`config.mk`:
```
export PLATFORM = sky130hd
export DESIGN_NAME = rgb_mix_controller
export DESIGN_NICKNAME = d
export VERILOG_FILES = /design/src/rtl/rgb_mix_pkg.sv /design/src/rtl/rgb_channel_ramp.sv /design/src/rtl/rgb_mix_controller.sv
export SDC_FILE = /design/constraint.sdc
export NUM_CORES = 1
export LEC_CHECK = 0
export ABC_AREA = 1
export CAP_MARGIN = 20
export CORE_ASPECT_RATIO = 1.25
export CORE_MARGIN = 2
export CORE_UTILIZATION = 55
export CTS_BUF_LIST = sky130_fd_sc_hd__clkbuf_4 sky130_fd_sc_hd__clkbuf_8
export CTS_CLUSTER_DIAMETER = 30
export DETAILED_ROUTE_END_ITERATION = 8
export GPL_TIMING_DRIVEN = 1
export PLACE_DENSITY = 0.74
export SYNTH_ARGS = -nofsm -noshare
export SYNTH_HDL_FRONTEND = slang
export SYNTH_SLANG_ARGS = --single-unit
export TNS_END_PERCENT = 30
```
`constraint.sdc`:
```
create_clock -name clk -period 14.5 [get_ports clk]
set_clock_uncertainty 0.2 [all_clocks]
set_input_delay 1.45 -clock clk [delete_from_list [all_inputs] [get_ports clk]]
set_output_delay 1.45 -clock clk [all_outputs]
set_load 0.005 [all_outputs]
```
`src/rtl/rgb_mix_pkg.sv`:
```
// ---------------------------------------------------------------------------
// rgb_mix_pkg
// Shared types and helpers for the RGB mix controller.
//   duty_t       : 8-bit duty / colour channel value
//   rgb_t        : packed {red, green, blue} triple, red in the MSBs
//   ctrl_state_t : preset sequencer states (TRACK follows the encoders,
//                  HOLD sources targets from the saved preset)
//   gamma_map    : perceptual duty curve, (w*w + 255) >> 8
// Configuration macro: RGB_MIX_GAMMA_EN (consumed by rgb_mix_controller).
// ---------------------------------------------------------------------------
package rgb_mix_pkg;

  typedef logic [7:0] duty_t;

  typedef struct packed {
    duty_t red;
    duty_t green;
    duty_t blue;
  } rgb_t;

  typedef enum logic {
    TRACK = 1'b0,
    HOLD  = 1'b1
  } ctrl_state_t;

  // Squares the linear value and rounds up so that 255 maps back to 255
  // while 0 stays 0. The sum peaks at 65280, so 16 bits are enough.
  function automatic duty_t gamma_map(input duty_t w);
    logic [15:0] sq;
    sq = 16'(w) * 16'(w) + 16'd255;
    return sq[15:8];
  endfunction

endpackage

```
`src/rtl/rgb_channel_ramp.sv`:
```
// ---------------------------------------------------------------------------
// rgb_channel_ramp
// One colour channel's working value. In manual mode it copies the target
// every cycle; in fade mode it moves toward the target by at most STEP_SIZE
// on each prescaler tick, never overshooting and never wrapping.
// Ports:
//   clk, rst   : clock, asynchronous active-low reset
//   target     : value the channel is heading for
//   tick       : one-cycle fade step strobe
//   mode_fade  : 0 = manual (snap), 1 = rate-limited fade
//   working    : current linear working value
//   busy       : working differs from target (combinational)
// ---------------------------------------------------------------------------
module rgb_channel_ramp
  import rgb_mix_pkg::*;
#(
  parameter int STEP_SIZE = 4
) (
  input  logic  clk,
  input  logic  rst,
  input  duty_t target,
  input  logic  tick,
  input  logic  mode_fade,
  output duty_t working,
  output logic  busy
);

  duty_t      working_reg;
  duty_t      working_next;
  logic [8:0] tgt9;
  logic [8:0] cur9;
  logic [8:0] diff9;
  logic [8:0] step9;
  logic [8:0] faded9;
  logic       going_up;

  // The step is clipped to the remaining distance, so the result always
  // lands between the current value and the target (0..255 inclusive).
  always_comb begin
    tgt9     = {1'b0, target};
    cur9     = {1'b0, working_reg};
    going_up = (tgt9 >= cur9);
    diff9    = going_up ? (tgt9 - cur9) : (cur9 - tgt9);
    step9    = (diff9 < 9'(STEP_SIZE)) ? diff9 : 9'(STEP_SIZE);
    faded9   = going_up ? (cur9 + step9) : (cur9 - step9);

    working_next = working_reg;
    if (!mode_fade) begin
      working_next = target;
    end else if (tick) begin
      working_next = 8'(faded9);
    end
  end

  always_ff @(posedge clk or negedge rst) begin
    if (!rst) begin
      working_reg <= '0;
    end else begin
      working_reg <= working_next;
    end
  end

  assign working = working_reg;
  assign busy    = (working_reg != target);

endmodule

```
`src/rtl/rgb_mix_controller.sv`:
```
// ---------------------------------------------------------------------------
// rgb_mix_controller
// Sequencer between the three encoder counts and the three PWM drivers.
// Runs a manual (direct) or fade (rate-limited) mode, keeps a one-slot
// colour preset with save/recall, and commits duties only on PWM period
// boundaries so no PWM period ever sees a mid-period duty change.
// Ports:
//   clk, rst                   : clock, asynchronous active-low reset
//   red_in/green_in/blue_in    : encoder counts
//   mode_fade                  : 0 = manual, 1 = fade
//   save, recall               : single-cycle preset strobes (save wins)
//   period_start               : PWM counter wrap strobe, commit point
//   red_duty/green_duty/blue_duty : committed duties to the PWM drivers
//   busy                       : some working value differs from its target
//   recall_active              : targets currently come from the preset
// Configuration macro: RGB_MIX_GAMMA_EN -- when defined the committed duty
// is gamma-shaped; fading and busy always use the linear working values.
// ---------------------------------------------------------------------------
module rgb_mix_controller
  import rgb_mix_pkg::*;
#(
  parameter int STEP_DIV  = 1024,
  parameter int STEP_SIZE = 4
) (
  input  logic       clk,
  input  logic       rst,
  input  logic [7:0] red_in,
  input  logic [7:0] green_in,
  input  logic [7:0] blue_in,
  input  logic       mode_fade,
  input  logic       save,
  input  logic       recall,
  input  logic       period_start,
  output logic [7:0] red_duty,
  output logic [7:0] green_duty,
  output logic [7:0] blue_duty,
  output logic       busy,
  output logic       recall_active
);

  localparam int PW = (STEP_DIV > 1) ? $clog2(STEP_DIV) : 1;

  // -------------------------------------------------------------------------
  // Fade prescaler: free-running 0..STEP_DIV-1, tick on the wrap cycle
  // -------------------------------------------------------------------------
  logic [PW-1:0] presc_reg;
  logic          tick;

  assign tick = (presc_reg == PW'(STEP_DIV - 1));

  always_ff @(posedge clk or negedge rst) begin
    if (!rst) begin
      presc_reg <= '0;
    end else if (tick) begin
      presc_reg <= '0;
    end else begin
      presc_reg <= presc_reg + PW'(1);
    end
  end

  // -------------------------------------------------------------------------
  // Preset sequencer FSM
  // -------------------------------------------------------------------------
  ctrl_state_t state_reg;
  ctrl_state_t state_next;
  rgb_t        enc;
  rgb_t        snap_reg;
  rgb_t        preset_reg;
  rgb_t        target;
  logic        snap_load;
  logic        recall_ok;

  assign enc       = {red_in, green_in, blue_in};
  assign recall_ok = recall && !save;   // save takes priority over recall

  always_ff @(posedge clk or negedge rst) begin
    if (!rst) begin
      state_reg <= TRACK;
    end else begin
      state_reg <= state_next;
    end
  end

  // A recall (re)arms the snapshot; while holding, any encoder movement
  // relative to that snapshot hands control back to the encoders.
  always_comb begin
    state_next = state_reg;
    snap_load  = 1'b0;
    case (state_reg)
      TRACK: begin
        if (recall_ok) begin
          state_next = HOLD;
          snap_load  = 1'b1;
        end
      end
      HOLD: begin
        if (recall_ok) begin
          snap_load = 1'b1;
        end else if (enc != snap_reg) begin
          state_next = TRACK;
        end
      end
      default: state_next = TRACK;
    endcase
  end

  always_comb begin
    target        = (state_reg == HOLD) ? preset_reg : enc;
    recall_active = (state_reg == HOLD);
  end

  always_ff @(posedge clk or negedge rst) begin
    if (!rst) begin
      snap_reg   <= '0;
      preset_reg <= '0;
    end else begin
      if (snap_load) begin
        snap_reg <= enc;
      end
      if (save) begin
        preset_reg <= enc;
      end
    end
  end

  // -------------------------------------------------------------------------
  // Per-channel ramps and period-aligned commit
  // -------------------------------------------------------------------------
  duty_t      target_ch  [3];
  duty_t      working_ch [3];
  duty_t      commit_ch  [3];
  duty_t      duty_reg   [3];
  logic [2:0] ch_busy;
  logic       busy_reg;

  assign target_ch[0] = target.red;
  assign target_ch[1] = target.green;
  assign target_ch[2] = target.blue;

  generate
    for (genvar gi = 0; gi < 3; gi++) begin : g_ch
      rgb_channel_ramp #(
        .STEP_SIZE (STEP_SIZE)
      ) u_ramp (
        .clk       (clk),
        .rst       (rst),
        .target    (target_ch[gi]),
        .tick      (tick),
        .mode_fade (mode_fade),
        .working   (working_ch[gi]),
        .busy      (ch_busy[gi])
      );

`ifdef RGB_MIX_GAMMA_EN
      assign commit_ch[gi] = gamma_map(working_ch[gi]);
`else
      assign commit_ch[gi] = working_ch[gi];
`endif

      // Commit samples the working value present before this edge, so a
      // coinciding fade tick only shows up at the next period.
      always_ff @(posedge clk or negedge rst) begin
        if (!rst) begin
          duty_reg[gi] <= '0;
        end else if (period_start) begin
          duty_reg[gi] <= commit_ch[gi];
        end
      end
    end
  endgenerate

  always_ff @(posedge clk or negedge rst) begin
    if (!rst) begin
      busy_reg <= 1'b0;
    end else begin
      busy_reg <= |ch_busy;
    end
  end

  assign red_duty   = duty_reg[0];
  assign green_duty = duty_reg[1];
  assign blue_duty  = duty_reg[2];
  assign busy       = busy_reg;

endmodule

```
==> results.cfg <==
[run_status]
status = finished, final reports clean

[yosys]
synth_top_family_by_area = simple AND/OR/NAND/NOR gates
synth-edff-count = 0
ys_types = 46
syn-num-nets = 1270
yosysTopAreaCellShare_pct = 31.9
netlist_area_um2 = 8470
synth_xor_area_share_pct = 4.55
synth_compound_area_share_pct = 13.5
synthArstFlopShare_pct = 100
synthTopCellsByArea = dfrtp_1 (32%), nand2_1 (13%), ha_1 (11%)
yosys_warnings = 0
synthAdderAreaFrac_pct = 13.4
synthMuxAreaShare_pct = 1.06
ys_seq_area_share_pct = 31.9
synth_seq_cells = 108
synthFlopType = dfrtp_1
synth_top_area_cell = dfrtp_1
synthSimpleGateAreaFrac_pct = 24.3
syn_inst = 1155
synth.avg_cell_area_um2 = 7.33

[clock_network]
clk_pin_slew_worst_paths_ns = 0.11
insertion_delay_ns = 0.40
post_cts_buffers = 0
numCtsBuffers = 9
cts.sinks = 108
cts.htree.levels = 3
postCtsHoldBufs = 0
cts_tree = yes
ctsResizeCount = 0
cts_buffer_depth = 2
root_buffer = clkbuf_8

[critical_path]
crit_buf_inv = 6
worstPathArrival_ns = 6.13
crit_top_cell = nand2_1
crit_path_max_fanout = 7
worst-endpoint-required_ns = 14.60
startpoint_type = input pin
worst_path_largest_cell_delay_ns = 0.59
path_class = in -> reg
end_kind = flop
critPathSlowestCell = o21ai_0
cp_top_family = simple AND/OR/NAND/NOR gates

[timing]
period_minus_slack_ns = 6.04
rsz0062_at_grt = false
fin_ws_ns = 8.46
slew_headroom_pct = 32.6
period_share_pct = 41.6
tightest_slew_ns = 1.01
tns_ns = 0
setup_viol = 0
hold_viol_final = 0
slew_violations = 0
fmax_mhz = 166
whs_ns = 0.303

[drt]
vias = 7382
drc = 0
dr.pass1.iters = 7
routed_wl_um = 20000
wl_per_cell_um = 14.5
initialDrtViolationCount = 410
ant_nets = 0
via_per_inst = 5.33

[flow_run]
max_cap_violations = 0

[die]
fp-row-count = 50
initial_utilization_pct = 56.4
die_area_um2 = 16400
coreArea_um2 = 15000
die_y_um = 143
ios = 56
die_width_um = 115

[power]
powerDensity_nw_per_um2 = 104
intPower_mw = 0.583
sw_frac_of_total_pct = 40.4
combPwrFrac_pct = 42.6
p_leak_nw = 4.87
power.switching_mw = 0.396
seqPwrFrac_pct = 36.1
peakVddDrop_v = 0.0000556
fin_total_pwr_mw = 0.978
clockPowerShare_pct = 21.3

[finish]
multiInputGateArea_um2 = 4810
drive_gt1_share_pct = 8.24
seq_area_um2 = 2700
final_nets = 1312
instances_no_fill = 1384
area_growth_pct = 10.6
final_cell_mix = nand2_1 (290), inv_1 (204), dfrtp_1 (108), o21ai_0 (78), ha_1 (76)
fillers = 1389
antennaDiodeCount = 0
final_common_cell = nand2_1

[hold_path]
hold_class = reg -> reg

[global_route]
grt_pass1_vias = 7296
grt_pass1_wl_um = 34000
grt_max_degree = 63
grt.total_usage_pct = 25.9
grt_overflow = 0
antenna_found_initial = 0

[placement]
placed_cells = 1368
port_buffers = 55
dpl.hpwl_um = 15700
gp_congestion = 0.916
dp_slack_ns = 8.04
-- worst reg2reg max path, delay by kind of cell (launching register included) --
kind	cells	cell delay (ns)
AO/OA/AOI/OAI	6	1.28
adder cells (fa/ha/maj)	3	0.92
buffers and inverters	6	0.65
flip-flops	1	0.46
AND/OR/NAND/NOR	19	1.63
-- cell type report --
class / instances / share of cell area, %
multi-input combinational: 803 / 51.3
tap: 182 / 2.43
sequential: 108 / 28.9
clock inverter: 7 / 1.10
timing repair buffer: 62 / 6.41
inverter: 213 / 8.54
clock buffer: 9 / 1.32
-- power groups by stage --
stage,clock [mW],sequential (mW),combinational (mW)
global route,0.224,0.357,0.473
detailed placement,0,0.359,0.413
floorplan,0,0.355,0.311
global placement,0,0.358,0.408
CTS,0.214,0.353,0.415
finish,0.208,0.353,0.417
-- worst paths after layout --
| path | start | slack [ns] | to | cells after the start |
|---|---|---|---|---|
| setup / recovery | red_in[7] | 8.46 | g_ch[0].u_ramp.working[7] | 34 |
| hold / removal | presc_reg[2] | 0.30 | presc_reg[2] | 1 |
| setup reg to reg | recall_active | 9.24 | g_ch[0].u_ramp.working[7] | 34 |
| hold reg to reg | presc_reg[2] | 0.30 | presc_reg[2] | 1 |
| max in group asynchronous | rst | 12.06 | blue_duty[0] | 2 |
| min in group asynchronous | rst | 0.84 | g_ch[2].u_ramp.working[7] | 1 |
-- synthesized netlist by cell type, types with 14 or more instances --
cell and instances:
ha_1 76, nor2_1 58, a21oi_1 68, o221ai_1 22, xor2_1 24, nand3_1 50
o21ai_0 78, clkbuf_1 19, nand2_1 290, nor2_2 14, inv_1 204, nand2_2 25
dfrtp_1 108, xnor2_1 20
-- per-layer routing --
layer  global-route usage [%]  part of all wire [%]
met1                     33.6                    44
met2                     44.6                    49
met3                     3.18                   3.8
met4                     8.88                   2.7
met5                        0                     0
-- metrics by stage --
step / utilization [%] / area, µm²
after CTS: 62.4 / 9370
after detailed placement: 60.9 / 9140
final: 62.4 / 9370
after global routing: 62.4 / 9370
after global placement: 60.9 / 9140
after floorplan: - / 8470
-- kinds of logic (layout without fill, tap and decap cells) --
family,after synthesis,after routing
AND/OR/NAND/NOR,469,469
buffers and inverters,244,291
AO/OA/AOI/OAI,197,197
flip-flops,108,108
adder cells (fa/ha/maj),85,85
XOR/XNOR,44,44
multiplexers,8,8
Power figures use the tool's default switching activity.
